**src/rtl/adder_rr_arbiter.sv**
```systemverilog
// Round-robin arbiter that shares one WIDTH-bit adder between NREQ
// valid/ready requesters. The result is held in a single registered
// response slot, tagged with the requester ID and the carry-out. A
// saturating counter tracks accepted results that carried.
module adder_rr_arbiter #(
  parameter int NREQ  = 4,
  parameter int WIDTH = 4,
  parameter int CNT_W = 8
) (
  input  logic                     clk,
  input  logic                     rst,
  input  logic [NREQ-1:0]          req_valid,
  input  logic [NREQ*WIDTH-1:0]    req_a,
  input  logic [NREQ*WIDTH-1:0]    req_b,
  output logic [NREQ-1:0]          req_ready,
  output logic                     rsp_valid,
  input  logic                     rsp_ready,
  output logic [$clog2(NREQ)-1:0]  rsp_id,
  output logic [WIDTH-1:0]         rsp_sum,
  output logic                     rsp_carry,
  output logic [CNT_W-1:0]         carry_count,
  output logic                     busy
);

  localparam int ID_W = $clog2(NREQ);

  typedef enum logic {EMPTY = 1'b0, FULL = 1'b1} state_t;

  state_t                 state_q, state_d;
  logic [ID_W-1:0]        ptr_q, ptr_d;
  logic [ID_W-1:0]        id_q, id_d;
  logic [WIDTH-1:0]       sum_q, sum_d;
  logic                   carry_q, carry_d;
  logic [CNT_W-1:0]       cnt_q, cnt_d;

  logic                   accept;
  logic                   found;
  logic                   grant;
  logic [ID_W-1:0]        gnt_idx;
  logic [WIDTH-1:0]       a_sel, b_sel;
  logic [WIDTH:0]         sum_full;

  // Counter increment that sticks at all-ones instead of wrapping.
  function automatic logic [CNT_W-1:0] sat_inc(input logic [CNT_W-1:0] v);
    return (&v) ? v : v + CNT_W'(1);
  endfunction

  // Wrap-around search for the first valid requester at or after the pointer.
  always_comb begin
    logic [ID_W:0] pos;
    found   = 1'b0;
    gnt_idx = '0;
    for (int k = 0; k < NREQ; k++) begin
      pos = {1'b0, ptr_q} + (ID_W+1)'(k);
      if (pos >= (ID_W+1)'(NREQ)) pos = pos - (ID_W+1)'(NREQ);
      if (!found && req_valid[pos[ID_W-1:0]]) begin
        found   = 1'b1;
        gnt_idx = pos[ID_W-1:0];
      end
    end
  end

  // Operand mux for the granted requester feeding the shared adder.
  always_comb begin
    a_sel = '0;
    b_sel = '0;
    for (int i = 0; i < NREQ; i++) begin
      if (ID_W'(i) == gnt_idx) begin
        a_sel = req_a[i*WIDTH +: WIDTH];
        b_sel = req_b[i*WIDTH +: WIDTH];
      end
    end
  end

  assign sum_full  = {1'b0, a_sel} + {1'b0, b_sel};
  assign accept    = (state_q == EMPTY) || rsp_ready;
  assign grant     = accept && found && !rst;
  assign req_ready = grant ? (NREQ'(1) << gnt_idx) : '0;

  // Next-state: slot fill/drain, pointer rotation and carry counting.
  always_comb begin
    state_d = state_q;
    ptr_d   = ptr_q;
    id_d    = id_q;
    sum_d   = sum_q;
    carry_d = carry_q;
    cnt_d   = cnt_q;
    if ((state_q == FULL) && rsp_ready && carry_q) cnt_d = sat_inc(cnt_q);
    if (grant) begin
      state_d = FULL;
      id_d    = gnt_idx;
      sum_d   = sum_full[WIDTH-1:0];
      carry_d = sum_full[WIDTH];
      ptr_d   = (gnt_idx == ID_W'(NREQ-1)) ? '0 : gnt_idx + ID_W'(1);
    end else if ((state_q == FULL) && rsp_ready) begin
      state_d = EMPTY;
    end
  end

  // State register with synchronous reset that also clears the slot.
  always_ff @(posedge clk) begin
    if (rst) begin
      state_q <= EMPTY;
      ptr_q   <= '0;
      id_q    <= '0;
      sum_q   <= '0;
      carry_q <= 1'b0;
      cnt_q   <= '0;
    end else begin
      state_q <= state_d;
      ptr_q   <= ptr_d;
      id_q    <= id_d;
      sum_q   <= sum_d;
      carry_q <= carry_d;
      cnt_q   <= cnt_d;
    end
  end

  assign rsp_valid   = (state_q == FULL);
  assign busy        = (state_q == FULL);
  assign rsp_id      = id_q;
  assign rsp_sum     = sum_q;
  assign rsp_carry   = carry_q;
  assign carry_count = cnt_q;

endmodule

```
**config.mk**
```make
export PLATFORM = sky130hd
export DESIGN_NAME = adder_rr_arbiter
export DESIGN_NICKNAME = d
export VERILOG_FILES = /design/src/rtl/adder_rr_arbiter.sv
export SDC_FILE = /design/constraint.sdc
export NUM_CORES = 1
export LEC_CHECK = 0
export CAP_MARGIN = 10
export CORE_ASPECT_RATIO = 1.2
export CORE_MARGIN = 2
export CORE_UTILIZATION = 42
export CTS_BUF_LIST = sky130_fd_sc_hd__clkbuf_8
export DETAILED_ROUTE_END_ITERATION = 12
export GPL_TIMING_DRIVEN = 0
export PLACE_DENSITY = 0.89
export SLEW_MARGIN = 20
export SYNTH_ARGS = -nofsm -noshare
export SYNTH_HDL_FRONTEND = slang
export SYNTH_SLANG_ARGS = --single-unit
```
**constraint.sdc**
```tcl
create_clock -name clk -period 4.9 [get_ports clk]
set_input_delay 1.225 -clock clk [delete_from_list [all_inputs] [get_ports clk]]
set_output_delay 1.225 -clock clk [all_outputs]
set_load 0.02 [all_outputs]
```
==> flow_metrics.env, run 1 <==
export IMPL_syn_area_um2=1277
export IMPL_overflow=0
export IMPL_rsz0062_at_grt="false"
export IMPL_num_vias=1445
export IMPL_grt_pass1_vias=1366
export IMPL_path_buf_inv=4
export IMPL_min_period_over_period_pct=96.45
export IMPL_drv_cap=0
export IMPL_htree_levels=1
export IMPL_hold_path_class="register to register"
export IMPL_period_minus_slack_ns=4.726
export IMPL_worst_slew_pin_slew_ns=0.4096
export IMPL_end_kind="primary output"
export IMPL_ys_ff_latch=18
export IMPL_finalNonFillerCells=260
export IMPL_drc=0
export IMPL_cts_setup_buffers=0
export IMPL_clockBufferDepth=2
export IMPL_switching_share_pct=38.64
export IMPL_grt_usage_pct=20.25
export IMPL_gp_congestion=0.7813
export IMPL_hold_viol=0
export IMPL_p_switching_mw=0.2709
export IMPL_pwr_share_comb_pct=56.7
export IMPL_cp_top_family="buffers and inverters"
export IMPL_powerDensity_nw_per_um2=351.7
export IMPL_cts_resized=10
export IMPL_first_iter_violations=23
export IMPL_slowest_delay_ns=0.54
export IMPL_syn_instance_count=167
export IMPL_power_frac_seq_pct=26.2
export IMPL_status="finished clean"
export IMPL_ys_types=38
export IMPL_p_clk_share_pct=17.1
export IMPL_synth_edff_count=0
export IMPL_fin_hold_ws_ns=0.4774
export IMPL_port_buffers=59
export IMPL_routed_wl_um=3338
export IMPL_viasPerCell=5.558
export IMPL_setup_viol=0
export IMPL_nFillCells=237
export IMPL_areaGrowthSynthToFinish_pct=56.02
export IMPL_drive_above_1_share_pct=7.965
export IMPL_die_x_um=54.35
export IMPL_hold_depth=2
export IMPL_worstPathRequired_ns=3.67
export IMPL_ys_seq_area_share_pct=28.21
export IMPL_drtAntennaViolNets=0
export IMPL_insertion_delay_ns=0.25
export IMPL_slew_headroom_pct=72.41
export IMPL_dp_cells=260
export IMPL_placed_area_um2=1911
export IMPL_fin_nets=276
export IMPL_yosysWarnings=0
export IMPL_dpl_hpwl_um=2677
export IMPL_root_buffer="clkbuf_8"
export IMPL_ys_flop_type="dfxtp_1"
export IMPL_final_area_um2=1993
export IMPL_clock_skew_ns=0.002611
export IMPL_drv_slew=0
export IMPL_async_reset_ff_share_pct=0
export IMPL_synth_avg_cell_area_um2=7.650
export IMPL_path_max_fanout=10
export IMPL_floorplan_initialDensity_pct=45.02
export IMPL_io_pins=60
export IMPL_crit_type="primary input to primary output"
export IMPL_clkSinkCount=18
export IMPL_diodes=0
export IMPL_yosysMostFrequentCell="nand2_1"
export IMPL_ir_drop_mv=0.2013
export IMPL_cp_cell_sequence="clkdlybuf4s50_1, a21oi_1, o21ai_0, a2bb2o_1, inv_1, ha_2, buf_2, and2_1, dlygate4sd2_1"
export IMPL_synth_top_area_share_pct=28.21
export IMPL_grt_first_pass_wirelength_um=5506
export IMPL_cp_arrival_ns=3.50
export IMPL_synth_common_cells="nand2_1, a21oi_1, dfxtp_1"
export IMPL_critPathLaunchType="primary input"
export IMPL_yosys_top_cells_area="dfxtp_1, ha_1, nand3b_1"
export IMPL_die_h_um=64.42
export IMPL_p_leak_nw=0.7930
export IMPL_syn_num_nets=216
export IMPL_post_drt_wl_per_cell_um=12.84
export IMPL_worstRegToRegCells=14
export IMPL_p_int_mw=0.4301
export IMPL_core_um2=2838
export IMPL_slowest_stage="clkdlybuf4s50_1"
export IMPL_cts_tree="yes"
export IMPL_drt_pass1_iterations=4
export IMPL_max_freq_mhz=211.6
export IMPL_rows=21
export IMPL_path_clk_slew_ns=0.06
export IMPL_dieArea_um2=3501
export IMPL_antenna_found_initial=0
export IMPL_yosysTopAreaCell="dfxtp_1"
export IMPL_cts_hold_buf=0
export IMPL_numCtsBuffers=3
export IMPL_grt_max_degree=18
export IMPL_crit_cells=9
registers in the layout, summed over array words and instances (netlist names):
register and count:
busy 1, carry_count 8, ptr_q 2, rsp_carry 1
rsp_id 2, rsp_sum 4
power groups by stage:
stage | registers [mW] | logic, mW | clock network, mW
floorplan | 0.206 | 0.232 | 0
global placement | 0.185 | 0.376 | 0
detailed placement | 0.187 | 0.386 | 0
CTS | 0.183 | 0.396 | 0.122
global route | 0.186 | 0.440 | 0.129
finish | 0.184 | 0.398 | 0.120
cell type report:
| type | instances | area, um^2 | area share, % |
|---|---|---|---|
| Multi-Input combinational cell | 134 | 897.1 | 45.01 |
| Timing Repair Buffer | 59 | 589.3 | 29.57 |
| Sequential cell | 18 | 360.3 | 18.08 |
| Clock buffer | 4 | 55.05 | 2.762 |
| Tap cell | 34 | 42.54 | 2.134 |
| Buffer | 6 | 30.03 | 1.507 |
| Inverter | 5 | 18.77 | 0.9416 |
worst min-delay path, stage by stage (launching register included):
cell,delay [ns]
dfxtp_1,0.31
nand3b_1,0.08
nand2_1,0.05
kinds of logic (layout without fill, tap and decap cells):
group	Yosys count	after routing	share of synthesized area, %
xor gates and xnor gates	6	6	4.114
AOI/OAI and AO/OA	48	48	21.94
and+or+nand+nor	68	68	28.89
buffers and inverters	15	74	4.897
DFF	18	18	28.21
adders and majority gates	10	10	10.38
muxes	2	2	1.567
path summary, 6_finish.rpt:
kind / startpoint / end / slack (ns)
setup reg to reg: ptr_q[0] / rsp_carry / 1.65
hold reg to reg: rsp_sum[1] / rsp_sum[1] / 0.48
hold / removal: rsp_sum[1] / rsp_sum[1] / 0.48
setup / recovery: req_valid[0] / req_ready[3] / 0.17
layer usage:
metal,GRT usage (%),part of all wire (%),wire (um),vias up
li1,-,-,-,705
met1,23.42,40,1336,673
met3,3.226,7.4,247,5
met5,0,0,0,-
met2,36.75,51,1716,62
met4,5.625,1.1,38,0
cells in the final DEF (no fill, tap or decap), types with 3 or more instances in the layout:
| cell | n |
|---|---|
| a21o_1 | 3 |
| a21oi_1 | 21 |
| and2_1 | 4 |
| buf_2 | 3 |
| clkbuf_8 | 4 |
| clkdlybuf4s50_1 | 55 |
| dfxtp_1 | 18 |
| dlygate4sd2_1 | 3 |
| ha_1 | 6 |
| inv_1 | 5 |
| nand2_1 | 23 |
| nand3b_1 | 15 |
| nor2_1 | 8 |
| nor3_1 | 3 |
| o21ai_0 | 14 |
| xor2_1 | 5 |
per-stage QoR:
stage	worst slack [ns]	power (mW)	TNS, ns	utilization (%)
5_1_grt	0.02379	0.7547	0	70.24
3_3_place_gp	-0.2965	0.5611	-0.5872	67.33
2_1_floorplan	0.9483	0.4372	0	-
4_1_cts	0.05096	0.7006	0	69.97
3_5_place_dp	-0.3040	0.5729	-0.6895	67.33
6_report	0.1741	0.7010	0	70.24
Power figures use the tool's default switching activity.
==> run 2: changes to the inputs <==
--- a/config.mk
+++ b/config.mk
@@ -10,6 +10,7 @@
 export CORE_MARGIN = 2
 export CORE_UTILIZATION = 42
 export CTS_BUF_LIST = sky130_fd_sc_hd__clkbuf_8
+export CTS_CLUSTER_DIAMETER = 40
 export DETAILED_ROUTE_END_ITERATION = 12
 export GPL_TIMING_DRIVEN = 0
 export PLACE_DENSITY = 0.89
==> results of run 2 <==
Same layout as run 1: the final DEF is identical, and so are final timing and power.
==> run 3: changes to the inputs <==
--- a/config.mk
+++ b/config.mk
@@ -5,10 +5,11 @@
 export SDC_FILE = /design/constraint.sdc
 export NUM_CORES = 1
 export LEC_CHECK = 0
-export CAP_MARGIN = 10
+export ABC_AREA = 1
+export CAP_MARGIN = 40
 export CORE_ASPECT_RATIO = 1.2
 export CORE_MARGIN = 2
-export CORE_UTILIZATION = 42
+export CORE_UTILIZATION = 44
 export CTS_BUF_LIST = sky130_fd_sc_hd__clkbuf_8
 export CTS_CLUSTER_DIAMETER = 40
 export DETAILED_ROUTE_END_ITERATION = 12
==> run 3 against run 2 <==
Net effect:
- routed wire length rose by 8.1%
- clock-buffer cell count is 1 lower
- clock skew down 0.0014 ns
- total power grew 140%
- critical endpoint is now req_ready[2]
- utilization fell by 1.2 points
==> flow_metrics.env, run 3 <==
export IMPL_p_int_mw=0.8358
export IMPL_path_clk_slew_ns=0.06
export IMPL_yosys_top_cells_area="dfxtp_1, nand2_1, ha_1"
export IMPL_yosysMostFrequentCell="nand2_1"
export IMPL_ys_ff_latch=18
export IMPL_min_period_over_period_pct=96.86
export IMPL_synth_edff_count=0
export IMPL_finalNonFillerCells=331
export IMPL_clockBufferDepth=2
export IMPL_grt_max_degree=17
export IMPL_power_frac_seq_pct=12.1
export IMPL_path_buf_inv=5
export IMPL_drv_cap=0
export IMPL_switching_share_pct=51.33
export IMPL_slowest_stage="clkdlybuf4s50_1"
export IMPL_numCtsBuffers=3
export IMPL_slew_headroom_pct=68.68
export IMPL_hp_start="rsp_sum[0]"
export IMPL_final_common_cell="nand2_1"
export IMPL_p_switching_mw=0.8816
export IMPL_drt_pass1_iterations=4
export IMPL_ys_flop_type="dfxtp_1"
export IMPL_placed_area_um2=2090
export IMPL_dpl_hpwl_um=2819
export IMPL_status="finished clean"
export IMPL_min_to="rsp_sum[0]"
export IMPL_floorplan_initialDensity_pct=46.74
export IMPL_cp_cell_sequence="clkdlybuf4s50_1, inv_1, nand2_1, nand3_1, nand2_1, nor2_4, nand3_1, nand3_1, nand2_1, inv_1, ha_1, inv_1, nor2_1, dlygate4sd2_1"
export IMPL_htree_levels=1
export IMPL_cts_tree="yes"
export IMPL_fin_nets=346
export IMPL_synth_common_cells="nand2_1, nor2_1, inv_1"
export IMPL_antenna_found_initial=0
export IMPL_insertion_delay_ns=0.25
export IMPL_r2r_end="rsp_sum[3]"
export IMPL_diodes=0
export IMPL_p_leak_nw=1.039
export IMPL_dr_wl_met2_um=1835
export IMPL_grt_first_pass_wirelength_um=6051
export IMPL_rsz0062_at_grt="true"
export IMPL_dr_wl_met3_um=248
export IMPL_cp_top_family="buffers and inverters"
export IMPL_grt_pass1_vias=1520
export IMPL_root_buffer="clkbuf_8"
export IMPL_drv_slew=0
export IMPL_crit_type="primary input to primary output"
export IMPL_cp_arrival_ns=3.52
export IMPL_hold_path_class="register to register"
export IMPL_areaGrowthSynthToFinish_pct=47.68
export IMPL_worstRegToRegCells=22
export IMPL_worstPathRequired_ns=3.67
export IMPL_ys_seq_area_share_pct=24.78
export IMPL_hold_depth=2
export IMPL_first_iter_violations=44
export IMPL_core_um2=3110
export IMPL_dieArea_um2=3782
export IMPL_syn_instance_count=235
export IMPL_critPathLaunchType="primary input"
export IMPL_p_clk_share_pct=5.8
export IMPL_slowest_delay_ns=0.48
export IMPL_clock_skew_ns=0.001162
export IMPL_mostFrequentLayoutCells="nand2_1, clkdlybuf4s50_1, nor2_1, inv_1, o21ai_0"
export IMPL_viasPerCell=5.127
export IMPL_syn_num_nets=284
export IMPL_rrSetupSlack_ns=1.49
export IMPL_power_mw=1.717
export IMPL_reg2reg_from="ptr_q[0]"
export IMPL_nFillCells=280
export IMPL_num_vias=1697
export IMPL_port_buffers=59
export IMPL_yosysTopAreaCell="dfxtp_1"
export IMPL_setup_viol=0
export IMPL_powerDensity_nw_per_um2=799.9
export IMPL_ir_drop_mv=0.6421
export IMPL_drtAntennaViolNets=0
export IMPL_final_area_um2=2147
export IMPL_syn_area_um2=1454
export IMPL_worst_slew_pin_slew_ns=0.4680
export IMPL_rows=22
export IMPL_pwr_share_comb_pct=82.1
export IMPL_ys_types=28
export IMPL_routed_wl_um=3610
export IMPL_die_x_um=56.48
export IMPL_die_h_um=66.97
export IMPL_cts_hold_buf=0
export IMPL_max_freq_mhz=210.7
export IMPL_critical_path_startpoint="req_valid[3]"
export IMPL_hold_viol=0
export IMPL_drc=0
export IMPL_largest_reg_flops=8
export IMPL_clkSinkCount=18
export IMPL_grt_usage_pct=19.65
export IMPL_drive_above_1_share_pct=6.441
export IMPL_yosysWarnings=0
export IMPL_post_drt_wl_per_cell_um=10.91
export IMPL_async_reset_ff_share_pct=0
export IMPL_dp_cells=330
export IMPL_wl_met1_um=1484
export IMPL_io_pins=60
export IMPL_synth_avg_cell_area_um2=6.187
export IMPL_gp_congestion=0.8849
export IMPL_path_max_fanout=16
export IMPL_period_minus_slack_ns=4.746
export IMPL_synth_top_area_share_pct=24.78
export IMPL_end_kind="primary output"
export IMPL_top_layer="met4"
export IMPL_overflow=0
==> run 3: changes by cell type in the layout (fill, tap and decap cells not counted), sizes merged, moves of 7 or more <==
cell / previous run / this run
o21ai: 15 / 22
nand2: 23 / 75
nor2: 9 / 27
nand3: 2 / 19
a21oi: 21 / 14
inv: 5 / 27
nand3b: 15 / 0
a22oi: 0 / 7
==> run 3: how the worst max path moves through the flow <==
| stage | endpoint | slack (ns) | cells past startpoint |
|---|---|---|---|
| after global placement | req_ready[3] | -0.13 | 15 |
| final | req_ready[2] | 0.15 | 14 |
| after global routing | req_ready[2] | -0.02 | 14 |
| after CTS | req_ready[3] | -0.02 | 14 |
| after detailed placement | req_ready[3] | -0.18 | 15 |
| after floorplan | req_ready[3] | 0.96 | 13 |
==> run 3: metrics by stage <==
step | util [%] | hold WS [ns] | setup WS [ns] | TNS (ns)
2_1_floorplan | - | 0.5037 | 0.9565 | 0
3_3_place_gp | 67.18 | 0.4487 | -0.1350 | -0.2554
3_5_place_dp | 67.18 | 0.4652 | -0.1838 | -0.4287
4_1_cts | 68.10 | 0.4737 | -0.02189 | -0.02189
5_1_grt | 69.03 | 0.5083 | -0.02188 | -0.02188
6_report | 69.03 | 0.4697 | 0.1537 | 0
==> run 3: metal layers <==
metal	GRT usage, %	vias up
li1	-	881
met1	21.38	749
met2	38.37	62
met3	3.495	5
met4	5.357	0
met5	0	-
==> run 3: cells by family after synthesis <==
family / after synthesis / share of synthesized area [%]
XOR/XNOR: 3 / 1.808
buffers and inverters: 35 / 10.93
flip-flops: 18 / 24.79
adder cells (fa/ha/maj): 10 / 9.122
AO/OA/AOI/OAI: 46 / 17.73
AND/OR/NAND/NOR: 123 / 35.63
==> run 3: cell type report <==
class	count	area (um^2)	share of cell area (%)
clock buffers	3	41.29	1.923
multi-input cells	182	947.2	44.11
flip-flops and latches	18	360.3	16.78
repair buffers	60	601.8	28.03
well taps	36	45.04	2.098
plain buffers	4	35.03	1.632
inverters	28	116.4	5.420
==> run 3: what timing repair did <==
action                     4_1_cts  5_1_grt
setup buffers                    0        1
setup endpoints to repair        3        2
pin swaps                        0        0
gates resized for setup          1        5
==> run 3: power by group through the flow <==
stage / sequential (mW) / combinational [mW] / clock (mW)
6_report: 0.209 / 1.41 / 0.0991
5_1_grt: 0.213 / 1.62 / 0.108
4_1_cts: 0.209 / 1.37 / 0.0999
3_5_place_dp: 0.212 / 1.37 / 0
3_3_place_gp: 0.211 / 1.35 / 0
2_1_floorplan: 0.239 / 1.03 / 0
==> run 3: tightest hold or removal path, delay by kind of cell, from the launching register on <==
| kind | cells | cell delay [ns] |
|---|---|---|
| AND/OR/NAND/NOR | 2 | 0.12 |
| flip-flops | 1 | 0.31 |
==> edit 1, RTL diff (config.mk and constraints of run 2) <==
Set the parameter `WIDTH` to 6 (it was 4).
--- a/src/rtl/adder_rr_arbiter.sv
+++ b/src/rtl/adder_rr_arbiter.sv
@@ -5,5 +5,5 @@
 module adder_rr_arbiter #(
   parameter int NREQ  = 4,
-  parameter int WIDTH = 4,
+  parameter int WIDTH = 6,
   parameter int CNT_W = 8
 ) (
Interface: changed (resized req_a, req_b and rsp_sum); port bits go from 60 to 78. No check against the original RTL was run, so the function may have changed too.
==> edit 1 against run 2 <==
Power is 52% higher. Register-to-register slack got worse by 380 ps. Synthesized area up 28%. Sequential cell count increased by 2. Largest cell class unchanged. Count of clock-buffer cells in the layout decreased by 1. Wire length up 49%. Setup slack better by 36 ps. Highest routed layer unchanged. Clock power fell by 9%. Fmax is 0.77% higher. Cell area grew 32%. Largest power group unchanged. Final cell count increased by 33%. Critical path depth fell by 1. Non-clock buffer count rose by 28.
==> edit 1: results <==
[place]
pre_cts_ws_ps = -646
gp_congestion = 0.827
numPortBuffers = 76

[logic_synthesis]
synth_compound_area_share_pct = 27.7
synth_cell_types = 48
synth-seq-area-share_pct = 24.4
synth_area_leaders = dfxtp_1, ha_1, a21oi_1
synth_mux_area_share_pct = 1.22
yosys.area_share.xor_xnor_pct = 2.67

[sta]
tightest_slew_ps = 425
finClkSkew_ps = 6.36

[final_layout]
num-fill-cells = 298
finalNetCount = 362
buffers_excl_clock = 93
multiInputCombCellCount = 168

[critical_path]
arrival_ps = 3460
cpPeakStageDelay_ps = 510

[pwr]
p_sw_mw = 0.452
power_frac_seq_pct = 20.2

[global_route]
grt.total_usage_pct = 22.5
grtUsageMet2_pct = 38.3
grt_pass1_wl_microns = 7840
grt_pass1_vias = 1839

[clocking]
ctsResizeCount = 11
cts_sinks = 20

[detailed_routing]
met2WireLength_microns = 2490
vias = 1886

[run_status]
status = finished, final reports clean
edit 1: cell types whose count changed after synthesis, moves of 4 or more:
cell	before	now
nor2b_1	1	11
a211oi_1	1	5
nand3_1	2	8
a221oi_1	2	8
o31ai_1	2	6
nand2_1	23	19
nand3b_1	15	5
nand2b_1	1	5
a21oi_1	21	15
edit 1: worst paths after layout:
check,endpoint,from,slack [ps],cells after the start
worst min register to register,rsp_sum[0],rsp_sum[0],470,2
worst min-delay path,rsp_sum[0],rsp_sum[0],470,2
worst max register to register,rsp_carry,ptr_q[0],1270,15
worst max-delay path,req_ready[1],req_valid[0],210,8
edit 1: stage by stage:
step           power (mW)  std cells  cell area, sq um  utilization, %  hold slack (ps)
6_report             1.06        345              2630            71.2              470
5_1_grt              1.14        345              2630            71.2              495
4_1_cts             0.985        340              2520            68.1              470
3_5_place_dp        0.868        339              2460            66.7              459
3_3_place_gp        0.855        339              2460            66.7              448
2_1_floorplan       0.664        211              1640               -              463
==> edit 2, RTL diff (config.mk and constraints of run 2) <==
Made on the original files. Take the reset off `sum_q` and load it in a clocked block of its own.
--- a/src/rtl/adder_rr_arbiter.sv
+++ b/src/rtl/adder_rr_arbiter.sv
@@ -104,5 +104,4 @@
       ptr_q   <= '0;
       id_q    <= '0;
-      sum_q   <= '0;
       carry_q <= 1'b0;
       cnt_q   <= '0;
@@ -111,8 +110,11 @@
       ptr_q   <= ptr_d;
       id_q    <= id_d;
-      sum_q   <= sum_d;
       carry_q <= carry_d;
       cnt_q   <= cnt_d;
     end
+  end
+
+  always_ff @(posedge clk) begin
+    sum_q <= sum_d;
   end
 
Formal check against the unedited RTL: differs if rst is asserted again (counterexample within 4 cycles, from zero or initial values and one cycle with rst high); with rst held inactive, the same outputs for 10 cycles.
==> edit 2 against run 2 <==
Sequential power up 11%. Sequential cell count stayed put. Power decreased by 0.61%. Setup slack worse by 140 ps. Cell area rose by 1.9%. Largest power group unchanged. Wire length down 2.0%. Synthesized area grew 1.6%.
==> edit 2: results <==
[final_layout]
finalNetCount = 275
layout.nonclk_buf_share_pct = 31.7
fin_cells = 261
clock_buffers = 3
drive_gt1_share_pct = 10.2
seq_area_sq_um = 400
clk_share_pct = 2.22

[detailed_routing]
drt_iter0_drc = 19
met2WireLength_microns = 1640
postRouteWirelength_microns = 3270

[global_route]
gr-usage-met1_pct = 21.9
grt_pass1_vias = 1360
grt_max_degree = 12
grt_pass1_wl_microns = 5400
grtUsageMet2_pct = 36.0

[place]
dp.cells = 258
pre_cts_ws_ps = -407
hpwl_microns = 2560

[sta]
tightest_slew_ps = 471
min_period_over_period_pct = 99.4

[critical_path]
cpPeakStageDelay_ps = 600

[logic_synthesis]
synth_area_leaders = dfxtp_1, edfxtp_1, ha_1
syn_nets = 212
synth-seq-area-share_pct = 30.9

[run_status]
status = finished, final reports clean

[floorplan]
num_rows = 22

[pwr]
ir_worst_vdd_v = 0.000177
## edit 2: repair_timing
item                                    CTS  global route
buffers inserted                          0             1
resized for setup                        10             5
pin swaps                                 1             1
endpoints found under the setup margin    4             3
## edit 2: cells by family after synthesis
group,Yosys count,synth area share [%]
fa+ha+maj,10,10.2
mux,3,2.31
xor+xnor,3,2.03
buf+inv,14,5.21
compound gates,44,20.5
simple gates,71,28.8
flops,18,30.9
## edit 2: path summary, 6_finish.rpt
kind	start	endpoint	depth (start not counted)
setup / recovery	req_valid[1]	req_ready[1]	9
hold / removal	rsp_id[1]	rsp_id[1]	2
setup reg to reg	ptr_q[0]	rsp_carry	14
hold reg to reg	rsp_id[1]	rsp_id[1]	2
## edit 2: report_power, final
| part | total (mW) | leakage (nW) | switching, mW | internal, mW |
|---|---|---|---|---|
| Clock | 0.106 | 0.0231 | 0.0501 | 0.0558 |
| Sequential | 0.205 | 0.153 | 0.0140 | 0.191 |
| Combinational | 0.386 | 0.616 | 0.198 | 0.188 |
